**src/rtl/cdr_pkg.sv**
```systemverilog
`default_nettype none
// ============================================================================
// Module      : cdr_pkg
// Description : Shared types and constants for the CDR phase-select sequencer:
//               FSM state encoding, phase-mux geometry and vote encoding.
// Revision    : 1.0 - initial release
// ============================================================================
package cdr_pkg;

    // Sequencer state encoding
    typedef enum logic [1:0] {
        ST_IDLE  = 2'd0,
        ST_TRACK = 2'd1,
        ST_HOLD  = 2'd2
    } state_t;

    // Phase mux geometry
    localparam int NUM_PHASES = 8;
    localparam int SEL_W      = 3;

    // Vote encoding: two's-complement step of -1, 0 or +1
    localparam logic [1:0] VOTE_NONE = 2'b00;
    localparam logic [1:0] VOTE_UP   = 2'b01;
    localparam logic [1:0] VOTE_DN   = 2'b11;

    // Collapse the phase detector pair into a signed vote; contradictory or
    // absent indications carry no information and count as no vote.
    function automatic logic [1:0] decode_vote(input logic early, input logic late);
        if (late && !early) begin
            return VOTE_UP;
        end else if (early && !late) begin
            return VOTE_DN;
        end else begin
            return VOTE_NONE;
        end
    endfunction

endpackage
`default_nettype wire

```
**src/rtl/vote_accum.sv**
```systemverilog
`default_nettype none
// ============================================================================
// Module      : vote_accum
// Description : Signed 8-bit early/late vote accumulator with symmetric
//               threshold compare. A threshold hit self-clears the count.
// Revision    : 1.0 - initial release
// ============================================================================
module vote_accum
    import cdr_pkg::*;
#(
    parameter int THRESH = 8
) (
    input  logic clk,
    input  logic rst_n,
    input  logic clr,
    input  logic vote_en,
    input  logic early,
    input  logic late,
    output logic hit_pos,
    output logic hit_neg
);

    localparam logic signed [7:0] c_thr_pos = 8'(THRESH);
    localparam logic signed [7:0] c_thr_neg = -c_thr_pos;

    logic signed [7:0] r_acc;
    logic signed [7:0] w_acc_nxt;
    logic        [1:0] w_vote;

    // Sign-extend the vote and form the candidate sum; a hit is only reported
    // when the vote is actually being counted.
    always_comb begin
        w_vote    = decode_vote(early, late);
        w_acc_nxt = r_acc + {{6{w_vote[1]}}, w_vote};
        hit_pos   = vote_en && (w_acc_nxt == c_thr_pos);
        hit_neg   = vote_en && (w_acc_nxt == c_thr_neg);
    end

    // Count stays within +/-(THRESH-1) because reaching either bound clears it.
    always_ff @(posedge clk or negedge rst_n) begin
        if (!rst_n) begin
            r_acc <= '0;
        end else if (clr || hit_pos || hit_neg) begin
            r_acc <= '0;
        end else if (vote_en) begin
            r_acc <= w_acc_nxt;
        end
    end

endmodule
`default_nettype wire

```
**src/rtl/phase_select_ctrl.sv**
```systemverilog
`default_nettype none
// ============================================================================
// Module      : phase_select_ctrl
// Description : CDR 8:1 phase-mux sequencer. Steps the registered select one
//               phase up/down (wrapping) when net votes reach THRESH, holds
//               off HOLD cycles after each step, flags lock after LOCK_CYC
//               step-free tracking cycles.
// Revision    : 1.0 - initial release
// ============================================================================
module phase_select_ctrl
    import cdr_pkg::*;
#(
    parameter int THRESH   = 8,
    parameter int HOLD     = 3,
    parameter int LOCK_CYC = 64
) (
    input  logic             clk,
    input  logic             rst_n,
    input  logic             en,
    input  logic             early,
    input  logic             late,
    output logic [SEL_W-1:0] select,
    output logic             step_up,
    output logic             step_dn,
    output logic             locked
);

    localparam int c_hold_w = (HOLD < 1) ? 1 : $clog2(HOLD + 1);
    localparam int c_lock_w = $clog2(LOCK_CYC + 1);

    localparam logic [c_hold_w-1:0] c_hold_top = c_hold_w'(HOLD);
    localparam logic [c_lock_w-1:0] c_lock_top = c_lock_w'(LOCK_CYC);
    // With no holdoff a step returns straight to tracking
    localparam state_t c_post_step = (HOLD == 0) ? ST_TRACK : ST_HOLD;

    state_t              r_state;
    state_t              w_state_nxt;
    logic [SEL_W-1:0]    r_select;
    logic [SEL_W-1:0]    w_select_nxt;
    logic [c_hold_w-1:0] r_hold_cnt;
    logic [c_hold_w-1:0] w_hold_nxt;
    logic [c_hold_w-1:0] w_hold_inc;
    logic [c_lock_w-1:0] r_lock_cnt;
    logic [c_lock_w-1:0] w_lock_nxt;
    logic                r_step_up;
    logic                w_step_up_nxt;
    logic                r_step_dn;
    logic                w_step_dn_nxt;
    logic                r_locked;
    logic                w_locked_nxt;

    logic                w_acc_clr;
    logic                w_vote_en;
    logic                w_hit_pos;
    logic                w_hit_neg;

    // Votes count only while actively tracking; any other state discards them
    assign w_vote_en = en && (r_state == ST_TRACK);
    assign w_acc_clr = !w_vote_en;

    vote_accum #(
        .THRESH (THRESH)
    ) u_vote_accum (
        .clk     (clk),
        .rst_n   (rst_n),
        .clr     (w_acc_clr),
        .vote_en (w_vote_en),
        .early   (early),
        .late    (late),
        .hit_pos (w_hit_pos),
        .hit_neg (w_hit_neg)
    );

    // Next-state, select step, holdoff and lock bookkeeping
    always_comb begin
        w_state_nxt   = r_state;
        w_select_nxt  = r_select;
        w_hold_nxt    = r_hold_cnt;
        w_lock_nxt    = r_lock_cnt;
        w_step_up_nxt = 1'b0;
        w_step_dn_nxt = 1'b0;
        w_locked_nxt  = r_locked;
        w_hold_inc    = r_hold_cnt + c_hold_w'(1);

        if (!en) begin
            // Disable wins over everything, including a pending step
            w_state_nxt  = ST_IDLE;
            w_hold_nxt   = '0;
            w_lock_nxt   = '0;
            w_locked_nxt = 1'b0;
        end else begin
            case (r_state)
                ST_IDLE: begin
                    w_state_nxt  = ST_TRACK;
                    w_hold_nxt   = '0;
                    w_lock_nxt   = '0;
                    w_locked_nxt = 1'b0;
                end
                ST_TRACK: begin
                    if (w_hit_pos || w_hit_neg) begin
                        w_select_nxt  = w_hit_pos ? (r_select + SEL_W'(1))
                                                  : (r_select - SEL_W'(1));
                        w_step_up_nxt = w_hit_pos;
                        w_step_dn_nxt = w_hit_neg;
                        w_hold_nxt    = '0;
                        w_lock_nxt    = '0;
                        w_locked_nxt  = 1'b0;
                        w_state_nxt   = c_post_step;
                    end else begin
                        if (r_lock_cnt != c_lock_top) begin
                            w_lock_nxt = r_lock_cnt + c_lock_w'(1);
                        end
                        w_locked_nxt = (w_lock_nxt == c_lock_top);
                    end
                end
                ST_HOLD: begin
                    w_locked_nxt = 1'b0;
                    if (w_hold_inc == c_hold_top) begin
                        w_hold_nxt  = '0;
                        w_state_nxt = ST_TRACK;
                    end else begin
                        w_hold_nxt  = w_hold_inc;
                    end
                end
                default: begin
                    w_state_nxt  = ST_IDLE;
                    w_hold_nxt   = '0;
                    w_lock_nxt   = '0;
                    w_locked_nxt = 1'b0;
                end
            endcase
        end
    end

    // State and output registers
    always_ff @(posedge clk or negedge rst_n) begin
        if (!rst_n) begin
            r_state    <= ST_IDLE;
            r_select   <= '0;
            r_hold_cnt <= '0;
            r_lock_cnt <= '0;
            r_step_up  <= 1'b0;
            r_step_dn  <= 1'b0;
            r_locked   <= 1'b0;
        end else begin
            r_state    <= w_state_nxt;
            r_select   <= w_select_nxt;
            r_hold_cnt <= w_hold_nxt;
            r_lock_cnt <= w_lock_nxt;
            r_step_up  <= w_step_up_nxt;
            r_step_dn  <= w_step_dn_nxt;
            r_locked   <= w_locked_nxt;
        end
    end

    assign select  = r_select;
    assign step_up = r_step_up;
    assign step_dn = r_step_dn;
    assign locked  = r_locked;

endmodule
`default_nettype wire

```
**config.mk**
```make
export PLATFORM = sky130hd
export DESIGN_NAME = phase_select_ctrl
export DESIGN_NICKNAME = d
export VERILOG_FILES = /design/src/rtl/cdr_pkg.sv /design/src/rtl/vote_accum.sv /design/src/rtl/phase_select_ctrl.sv
export SDC_FILE = /design/constraint.sdc
export NUM_CORES = 1
export LEC_CHECK = 0
export CAP_MARGIN = 20
export CELL_PAD_IN_SITES_DETAIL_PLACEMENT = 1
export CELL_PAD_IN_SITES_GLOBAL_PLACEMENT = 2
export CORE_MARGIN = 1
export CORE_UTILIZATION = 37
export CTS_CLUSTER_DIAMETER = 30
export CTS_CLUSTER_SIZE = 10
export DETAILED_ROUTE_END_ITERATION = 16
export GPL_TIMING_DRIVEN = 1
export PLACE_DENSITY = 0.77
export RECOVER_POWER = 100
export SETUP_SLACK_MARGIN = 0.02
export SYNTH_ARGS = -nofsm -noshare
export SYNTH_HDL_FRONTEND = slang
export SYNTH_SLANG_ARGS = --single-unit
```
**constraint.sdc**
```tcl
create_clock -name clk -period 3.8 [get_ports clk]
set_input_delay 1.14 -clock clk [delete_from_list [all_inputs] [get_ports clk]]
set_output_delay 1.14 -clock clk [all_outputs]
set_load 0.05 [all_outputs]
```
---- After elaboration in Yosys (flattened, before gate mapping) ----
Index checks and enable logic that the tools add are counted.
word-level totals
  register bits ........................... 25
  output and inout bits ................... 6
cells by class
  add/subtract/negate cells ............... 5
  eq/ne operators ......................... 10
  mux-type cells .......................... 29
  reductions and logical operators ........ 15
operator list
  kind                   number
  $mux W7                6
  $mux W2                8
  $mux W8                2
  $pmux W7 S2            1
  $mux W1                9
  $add A8 B8 Y8          1
  $eq A8 B4 Y1 const B   1
  $eq A8 B5 Y1 const B   1
  $add A7 B1 Y7 const B  1
  $eq A7 B7 Y1 const B   1
  $ne A7 B7 Y1 const B   1
  $pmux W2 S3            1
  $logic_and A1 B1 Y1    5
  $eq A2 B2 Y1 const B   2
  $pmux W2 S2            1
  $add A3 B1 Y3 const B  1
  $logic_not A1 Y1       3
  $logic_or A1 B1 Y1     3
  $mux W3                1
  $ne A3 B2 Y1 const B   1
  $ne A3 B3 Y1 const B   1
  $reduce_and A3 Y1      1
  $sub A3 B1 Y3 const B  1
  $add A2 B1 Y2 const B  1
  5 further kinds        5

---- Logic depth before layout (Yosys ltp) ----
Gate-level depths: netlist of run 1.
  depth after elaboration ................. 15
  mapped depth ............................ 17

---- Hierarchy ----
A second synthesis of run 1 with hierarchy kept.
second synthesis, totals
  cells, all modules ...................... 170
  area, all modules ....................... 1694.1 um^2
by module, submodules not included
  module             times used  cells each  area each (um^2)  seq. area each (um^2)
  phase_select_ctrl  1           84          869.6             425.4
  vote_accum         1           86          824.5             200.2

---- Worst setup path after synthesis of run 1 ----
No wires, ideal clock.
  kind .................................... input to register
  from .................................... in late
  to ...................................... reg r_select[2] (netlist: select[2])
  library setup time ...................... 143 ps
  arrival ................................. 4747 ps
  path slack .............................. -1090 ps
  stages .................................. 17
  buffers on the path ..................... 2
  cells stage by stage .................... inv_1 -> ha_1 -> clkbuf_1 -> buf_2 -> xor2_1 -> ha_1 -> nor4bb_1 -> a211oi_1 -> and4_1 -> nor4_2 -> o21ai_2 -> nor4_1 -> inv_1 -> fa_1 -> nor4_1 -> nor4b_4 -> xor2_1
on the way
  cells in the longest elaborated chain, start to end .. 9
  elaborated cells between the ends (all ways) .. 13
  classes of those cells .................. 1 x add/sub; 2 x eq/ne; 3 x mux; 7 x reduce/logical
ends and longest elaborated chain
  what                                                 line                                text
  start: declaration                                   phase_select_ctrl.sv:21             input logic late,
  $logic_not A1 Y1                                     cdr_pkg.sv:31                       end else if (early && !late) begin
  $logic_and A1 B1 Y1                                  cdr_pkg.sv:31
  $mux W2                                              cdr_pkg.sv:31
  $mux W2 *                                            cdr_pkg.sv:29                       if (late && !early) begin
  $add A8 B8 Y8 *                                      vote_accum.sv:34                    w_acc_nxt = r_acc + {{6{w_vote[1]}}, w_vote};
  $eq A8 B5 Y1 / $eq A8 B4 Y1 (equally long branches)  vote_accum.sv:35, vote_accum.sv:36
  $logic_and A1 B1 Y1, on equally long branches        vote_accum.sv:35, vote_accum.sv:36
  $logic_or A1 B1 Y1                                   phase_select_ctrl.sv:100            if (w_hit_pos || w_hit_neg) begin
  $reduce_and A3 Y1 (no source line)                   -
  end signal: assignment                               phase_select_ctrl.sv:147            r_select <= w_select_nxt;
  end: declaration                                     phase_select_ctrl.sv:38             logic [SEL_W-1:0] r_select;
Every way passes the cells marked *; elsewhere a longest branch is shown, timed or not.
A chain may end at the register's enable or synchronous reset.

---- Worst setup path in the final report of run 1 ----
  from .................................... in late
  to ...................................... reg r_select[1] (netlist: select[1])
Same word-level chain as after synthesis.

==> flow_summary.json, run 1 <==
{
  "status": "complete, but fails checks",
  "violations": "negative setup slack",
  "firstDrtPassIters": 4,
  "cts_root_buf": "clkbuf_8",
  "period_share": 1.11,
  "grtUsageTotal": 0.210,
  "yosys_warnings": 0,
  "core_um2": 4720,
  "p_leak_nw": 1.12,
  "grt.overflow.total": 0,
  "syn_inst": 201,
  "postPlaceCellArea_um2": 2280,
  "avgRoutedWirePerCell_um": 15.9,
  "multi_input_comb_area_um2": 1370,
  "place_ws_ns": -1.48,
  "yosysSeqAreaShare": 0.343,
  "r2r_start": "u_vote_accum.r_acc[3]",
  "setup_ws_ns": -0.401,
  "hold_path_end": "select[2]",
  "finalSetupTns_ns": -5.83,
  "drtAntennaViolNets": 0,
  "dp.cells": 300,
  "crit_fanout": 4,
  "relSlewSlack": 0.0873,
  "ys_seq_elements": 25,
  "finalSetupViolCount": 20,
  "synth_edf_count": 0,
  "stdcell_count": 313,
  "fillerInstances": 529,
  "ir_drop_mv": 0.255,
  "hold_violations": 0,
  "critPathBufInv": 6,
  "syn_avg_cell_area_um2": 9.08,
  "antenna_found_initial": 0,
  "drive_above_1_share": 0.390,
  "synthSimpleGateAreaFrac": 0.309,
  "synth_top_family_by_area": "simple AND/OR/NAND/NOR gates",
  "synth_area_um2": 1830,
  "synth_cell_type_count": 57,
  "path_clk_slew_ns": 0.09,
  "end_kind": "register",
  "h-tree-depth": 1,
  "cp.arrival_ns": 4.36,
  "drtIter0Drc": 25,
  "grt_pass1_wl_um": 8580,
  "place_hpwl_um": 3630,
  "hold_slack_ns": 0.486,
  "met3_usage": 0.0222,
  "cp_slowest_cell": "or4_4",
  "grt_start_max_net_pins": 26,
  "crit_top_cell": "ha_4",
  "synth-compound-area-share": 0.174,
  "timing.fmax_mhz": 238,
  "grt_pass1_vias": 1830,
  "die_h_um": 72.2,
  "critical-path-top-delay-family": "simple AND/OR/NAND/NOR gates",
  "ff_latch_area_um2": 626,
  "critPathLaunchType": "primary input",
  "start_util": 0.386,
  "vias": 1672,
  "ys_async_sr_fraction": 1.00,
  "cts_inserted_buffers": 3,
  "synth-main-ff-cell": "dfrtp_1",
  "worstPathRequired_ns": 3.96,
  "yosysMostFrequentCell": "dfrtp_1",
  "ys_top_cells_by_area": "dfrtp_1 (34%), ha_1 (4.1%), nand2_1 (4.1%)",
  "design_area_um2": 2640,
  "drv_cap": 0,
  "clock_latency_ns": 0.27,
  "use_met1": 0.248,
  "syn2layout_area_growth_pct": 44.6,
  "timing.rr.end": "select[2]",
  "layout_min_cycle_time_ns": 4.20,
  "synth.area.mux_share": 0.0144,
  "n_antenna_cell": 0,
  "grt_use_met2": 0.393,
  "holdBufCountCts": 0,
  "slew_violations": 0,
  "busiest_layer": "met2",
  "synthAdderAreaFrac": 0.0521,
  "synth_nets": 213,
  "synth_top_area_share": 0.343,
  "dieArea_um2": 5220,
  "wl_um": 4990,
  "viasPerCell": 5.34,
  "drc_errors": 0,
  "port_buffers": 10,
  "cts_tree": "yes",
  "crit_type": "primary input to register",
  "ys_top_cells_by_count": "dfrtp_1 (25), nand2_1 (20), nor2_1 (13)",
  "boundaryPins": 11,
  "power_mw": 0.871,
  "rr_worst_depth": 13,
  "yosysTopAreaCell": "dfrtp_1",
  "nNetsFinal": 259,
  "r2r_slack_ns": 0.42,
  "worst_pin_slew_ns": 1.37,
  "p_per_area_nw_per_um2": 330,
  "min-delay-start": "select[2]",
  "skew_ns": 0.00360,
  "cts_buffer_depth": 2,
  "hold_depth": 1,
  "fin_util": 0.559,
  "worstHoldPathType": "register to register",
  "rows": 25,
  "critical_path.max_stage_delay_ns": 0.49,
  "gp_congestion": 0.782,
  "synth_xor_area_frac": 0.0576,
  "cts.sinks": 25,
  "rsz0062_at_grt": "true",
  "cp_cell_sequence": "buf_8, inv_12, ha_4, inv_2, ha_4, buf_6, nor4bb_4, buf_4, or4_4, or4b_4, a31o_4, o21ai_4, nor4_4, inv_1, fa_2, mux2_4",
  "fp.dieW_um": 72.2
}
==> cell type report <==
cell class,count,area share
timing repair buffer,54,0.178
clock buffer,3,0.0156
multi-input combinational,155,0.519
sequential,25,0.237
inverter,8,0.0161
clock inverter,1,0.00190
tap,67,0.0318
==> sequential cells by signal, summed over array words and instances (netlist names) <==
| signal | count |
|---|---|
| step_up | 1 |
| locked | 1 |
| step_dn | 1 |
| select | 3 |
| r_hold_cnt | 2 |
| r_lock_cnt | 7 |
| u_vote_accum.r_acc | 8 |
| r_state | 2 |
==> power by group <==
group | total, mW | switching, mW | internal [mW] | leakage, nW
logic | 0.388 | 0.199 | 0.190 | 0.753
clock network | 0.160 | 0.0869 | 0.0734 | 0.0255
registers | 0.323 | 0.0351 | 0.288 | 0.342
total | 0.871 | 0.321 | 0.551 | 1.12
==> worst max-delay path by stage <==
stage / from / endpoint / slack, ns / cells past startpoint
2_1_floorplan: late / select[2] / -0.60 / 17
3_3_place_gp: late / select[2] / -1.27 / 18
3_5_place_dp: late / select[2] / -1.48 / 19
4_1_cts: late / select[2] / -0.50 / 20
5_1_grt: late / select[2] / -0.50 / 18
6_report: late / select[1] / -0.40 / 16
==> per-layer routing <==
metal | share of wire | vias to the layer above
li1 | - | 818
met1 | 0.43 | 845
met2 | 0.56 | 7
met3 | 0.010 | 2
met4 | 0.0048 | 0
met5 | 0 | -
==> logic make-up after synthesis <==
logic type,count (synthesis)
AO/OA/AOI/OAI,43
XOR/XNOR,12
adder cells (fa/ha/maj),7
buffers and inverters,21
flip-flops,25
multiplexers,2
AND/OR/NAND/NOR,91
==> worst register-to-register path, cell delays in order (launching register included) <==
cell	delay (ns)
dfrtp_1	0.55
or3_1	0.45
o2bb2a_1	0.33
o211a_1	0.24
nor3_2	0.20
o21ai_1	0.09
buf_4	0.15
nor4_4	0.24
inv_1	0.11
fa_2	0.39
buf_6	0.13
nor4_4	0.18
nor4b_4	0.07
xor2_1	0.14
==> placed cells by master, fill, tap and decap left out, types with 5 or more instances in the layout <==
cell	synthesis	final
buf_6	1	11
nor2_1	13	9
buf_4	1	33
dfrtp_1	25	25
o21ai_2	1	7
xor2_1	7	6
inv_1	8	6
nand2_1	20	18
dlygate4sd3_1	0	6
o21ai_0	9	5
and3_1	6	6
nand3_1	8	8
==> what timing repair did <==
| action | in CTS | in global routing |
|---|---|---|
| pin swaps | 19 | 24 |
| setup endpoints to repair | 22 | 20 |
| setup buffers | 5 | 6 |
| resized for setup | 41 | 26 |
| gates cloned | 0 | 0 |
(Power assumes the default switching activity.)
==> inputs of run 2 (changes only) <==
--- a/config.mk
+++ b/config.mk
@@ -5,13 +5,14 @@
 export SDC_FILE = /design/constraint.sdc
 export NUM_CORES = 1
 export LEC_CHECK = 0
+export ABC_AREA = 1
 export CAP_MARGIN = 20
 export CELL_PAD_IN_SITES_DETAIL_PLACEMENT = 1
 export CELL_PAD_IN_SITES_GLOBAL_PLACEMENT = 2
 export CORE_MARGIN = 1
-export CORE_UTILIZATION = 37
+export CORE_UTILIZATION = 34
 export CTS_CLUSTER_DIAMETER = 30
-export CTS_CLUSTER_SIZE = 10
+export CTS_CLUSTER_SIZE = 28
 export DETAILED_ROUTE_END_ITERATION = 16
 export GPL_TIMING_DRIVEN = 1
 export PLACE_DENSITY = 0.77
==> run 2 against run 1 <==
Compared with the run above: the flow now finishes without violations; non-clock buffer count decreased by 22; final cell count increased by 8.9%; area after synthesis decreased by 4.7%; setup slack improved by 0.81 ns; final area decreased by 20%; die area increased by 3.6%; critical path type unchanged.
==> flow_summary.json, run 2 <==
{
  "status": "completed",
  "h-tree-depth": 1,
  "ys_async_sr_fraction": 1.00,
  "start_util": 0.361,
  "cts.sinks": 25,
  "drive_above_1_share": 0.182,
  "end_kind": "register",
  "regMostFlops": "u_vote_accum.r_acc",
  "gp_congestion": 0.693,
  "syn_inst": 242,
  "period_share": 0.891,
  "design_area_um2": 2100,
  "power_mw": 0.811,
  "yosys_warnings": 0,
  "clock_latency_ns": 0.26,
  "cts_tree": "yes",
  "boundaryPins": 11,
  "rows": 25,
  "drv_cap": 0,
  "synth_area_um2": 1740,
  "layout_common_cells": "nand2_1 (68), inv_1 (29), nor2_1 (29), dfrtp_1 (25), nand3_1 (23)",
  "yosysSeqAreaShare": 0.360,
  "worstHoldPathType": "register to register",
  "layout_min_cycle_time_ns": 3.39,
  "holdBufCountCts": 0,
  "p_per_area_nw_per_um2": 386,
  "cts_root_buf": "clkbuf_8",
  "wl_um": 3980,
  "grt.overflow.total": 0,
  "worstPathRequired_ns": 3.96,
  "yosysTopAreaCell": "dfrtp_1",
  "grtUsageTotal": 0.165,
  "grt_pass1_vias": 1575,
  "place_hpwl_um": 3110,
  "fin_util": 0.436,
  "critPathLaunchType": "primary input",
  "drc_errors": 0,
  "crit_fanout": 3,
  "vias": 1525,
  "synth_cell_type_count": 27,
  "die_h_um": 73.5,
  "antenna_found_initial": 0,
  "rsz0062_at_grt": "false",
  "avgRoutedWirePerCell_um": 11.7,
  "timing.fmax_mhz": 295,
  "syn_avg_cell_area_um2": 7.19,
  "port_buffers": 10,
  "worst_pin_slew_ns": 1.39,
  "setup_ws_ns": 0.413,
  "cts_inserted_buffers": 3,
  "viasPerCell": 4.47,
  "relSlewSlack": 0.0704,
  "ys_top_cells_by_count": "nand2_1 (69), inv_1 (31), nor2_1 (29)",
  "ys_top_cells_by_area": "dfrtp_1 (36%), nand2_1 (15%), inv_1 (6.7%)",
  "syn2layout_area_growth_pct": 20.8,
  "synth_top_area_share": 0.360,
  "place_ws_ns": -0.242,
  "yosysMostFrequentCell": "nand2_1",
  "firstDrtPassIters": 4,
  "drtIter0Drc": 42,
  "ir_drop_mv": 0.200,
  "synth_edf_count": 0,
  "dieArea_um2": 5410,
  "p_leak_nw": 1.12,
  "grt_start_max_net_pins": 26,
  "fp.dieW_um": 73.5,
  "crit_type": "primary input to register",
  "hold_slack_ns": 0.510,
  "postPlaceCellArea_um2": 2050,
  "drtAntennaViolNets": 0,
  "finalSetupViolCount": 0,
  "synth-main-ff-cell": "dfrtp_1",
  "slew_violations": 0,
  "grt_pass1_wl_um": 6970,
  "core_um2": 4820,
  "cp.arrival_ns": 3.55,
  "layout_commonest_cell": "nand2_1",
  "ys_seq_elements": 25,
  "n_antenna_cell": 0,
  "path_clk_slew_ns": 0.09,
  "cts_buffer_depth": 2,
  "synth_nets": 254,
  "skew_ns": 0.00237,
  "hold_violations": 0,
  "largest_reg_flops": 8,
  "nNetsFinal": 287
}
run 2: cell type report:
type	count	area (µm²)
Clock inverter	1	5.00
Fill cell	645	2720
Tap cell	67	83.8
Inverter	35	131
Timing Repair Buffer	32	275
Sequential cell	25	626
Clock buffer	3	41.3
Multi-Input combinational cell	178	938
run 2: worst paths after layout:
kind | slack [ns] | cells after the start | end | startpoint
max | 0.41 | 22 | select[2] | early
min | 0.51 | 2 | select[2] | select[2]
max reg2reg | 1.26 | 20 | select[2] | u_vote_accum.r_acc[1]
min reg2reg | 0.51 | 2 | select[2] | select[2]
max in group asynchronous | 1.27 | 2 | u_vote_accum.r_acc[4] | rst_n
min in group asynchronous | 1.72 | 2 | r_lock_cnt[1] | rst_n
run 2: layer usage:
metal	part of all wire	vias to the layer above	wire [µm]	GRT usage
met5	0	-	0	0
met4	0.0068	0	27	0.0385
met3	0.0095	2	38	0.0123
met2	0.48	8	1910	0.301
met1	0.50	707	2010	0.212
li1	-	808	-	-
run 2: cell families (layout without fill, tap and decap cells):
logic type | after synthesis | in the layout | synth area share
AND/OR/NAND/NOR | 146 | 146 | 0.391
buffers and inverters | 39 | 71 | 0.0978
flip-flops | 25 | 25 | 0.360
AO/OA/AOI/OAI | 17 | 17 | 0.0568
XOR/XNOR | 8 | 8 | 0.0403
adder cells (fa/ha/maj) | 7 | 7 | 0.0547
run 2: critical path, cell delays in order:
cell and delay (ns):
dlymetal6s2s_1 0.14, ha_1 0.27, inv_1 0.04, ha_1 0.19, ha_1 0.18, inv_1 0.05
nand2_1 0.07, nand3_1 0.12, nand2_1 0.10, nand2_2 0.08, nand2_1 0.07, nand2_1 0.06
nand2_1 0.04, nor2_1 0.10, nand3_1 0.13, fa_2 0.38, inv_2 0.07, nand3_1 0.07
nand2_1 0.09, nand2_1 0.05, nand2_1 0.06, nand2_1 0.05
run 2: repair_timing:
action                                  4_1_cts  5_1_grt
buffers inserted                              0        2
resized for setup                             0       12
endpoints found under the setup margin        0       22
run 2: where the power goes:
part	internal, mW	switching (mW)	leakage, nW	total [mW]
clock network	0.0732	0.0842	0.0255	0.157
registers	0.302	0.0301	0.343	0.332
logic	0.120	0.202	0.752	0.322
total	0.495	0.316	1.12	0.811
run 2: through the flow:
stage                     std cells  TNS, ns
final                           341        0
after global routing            341        0
after CTS                       339        0
after detailed placement        335   -0.760
after global placement          335   -0.153
after floorplan                 242        0
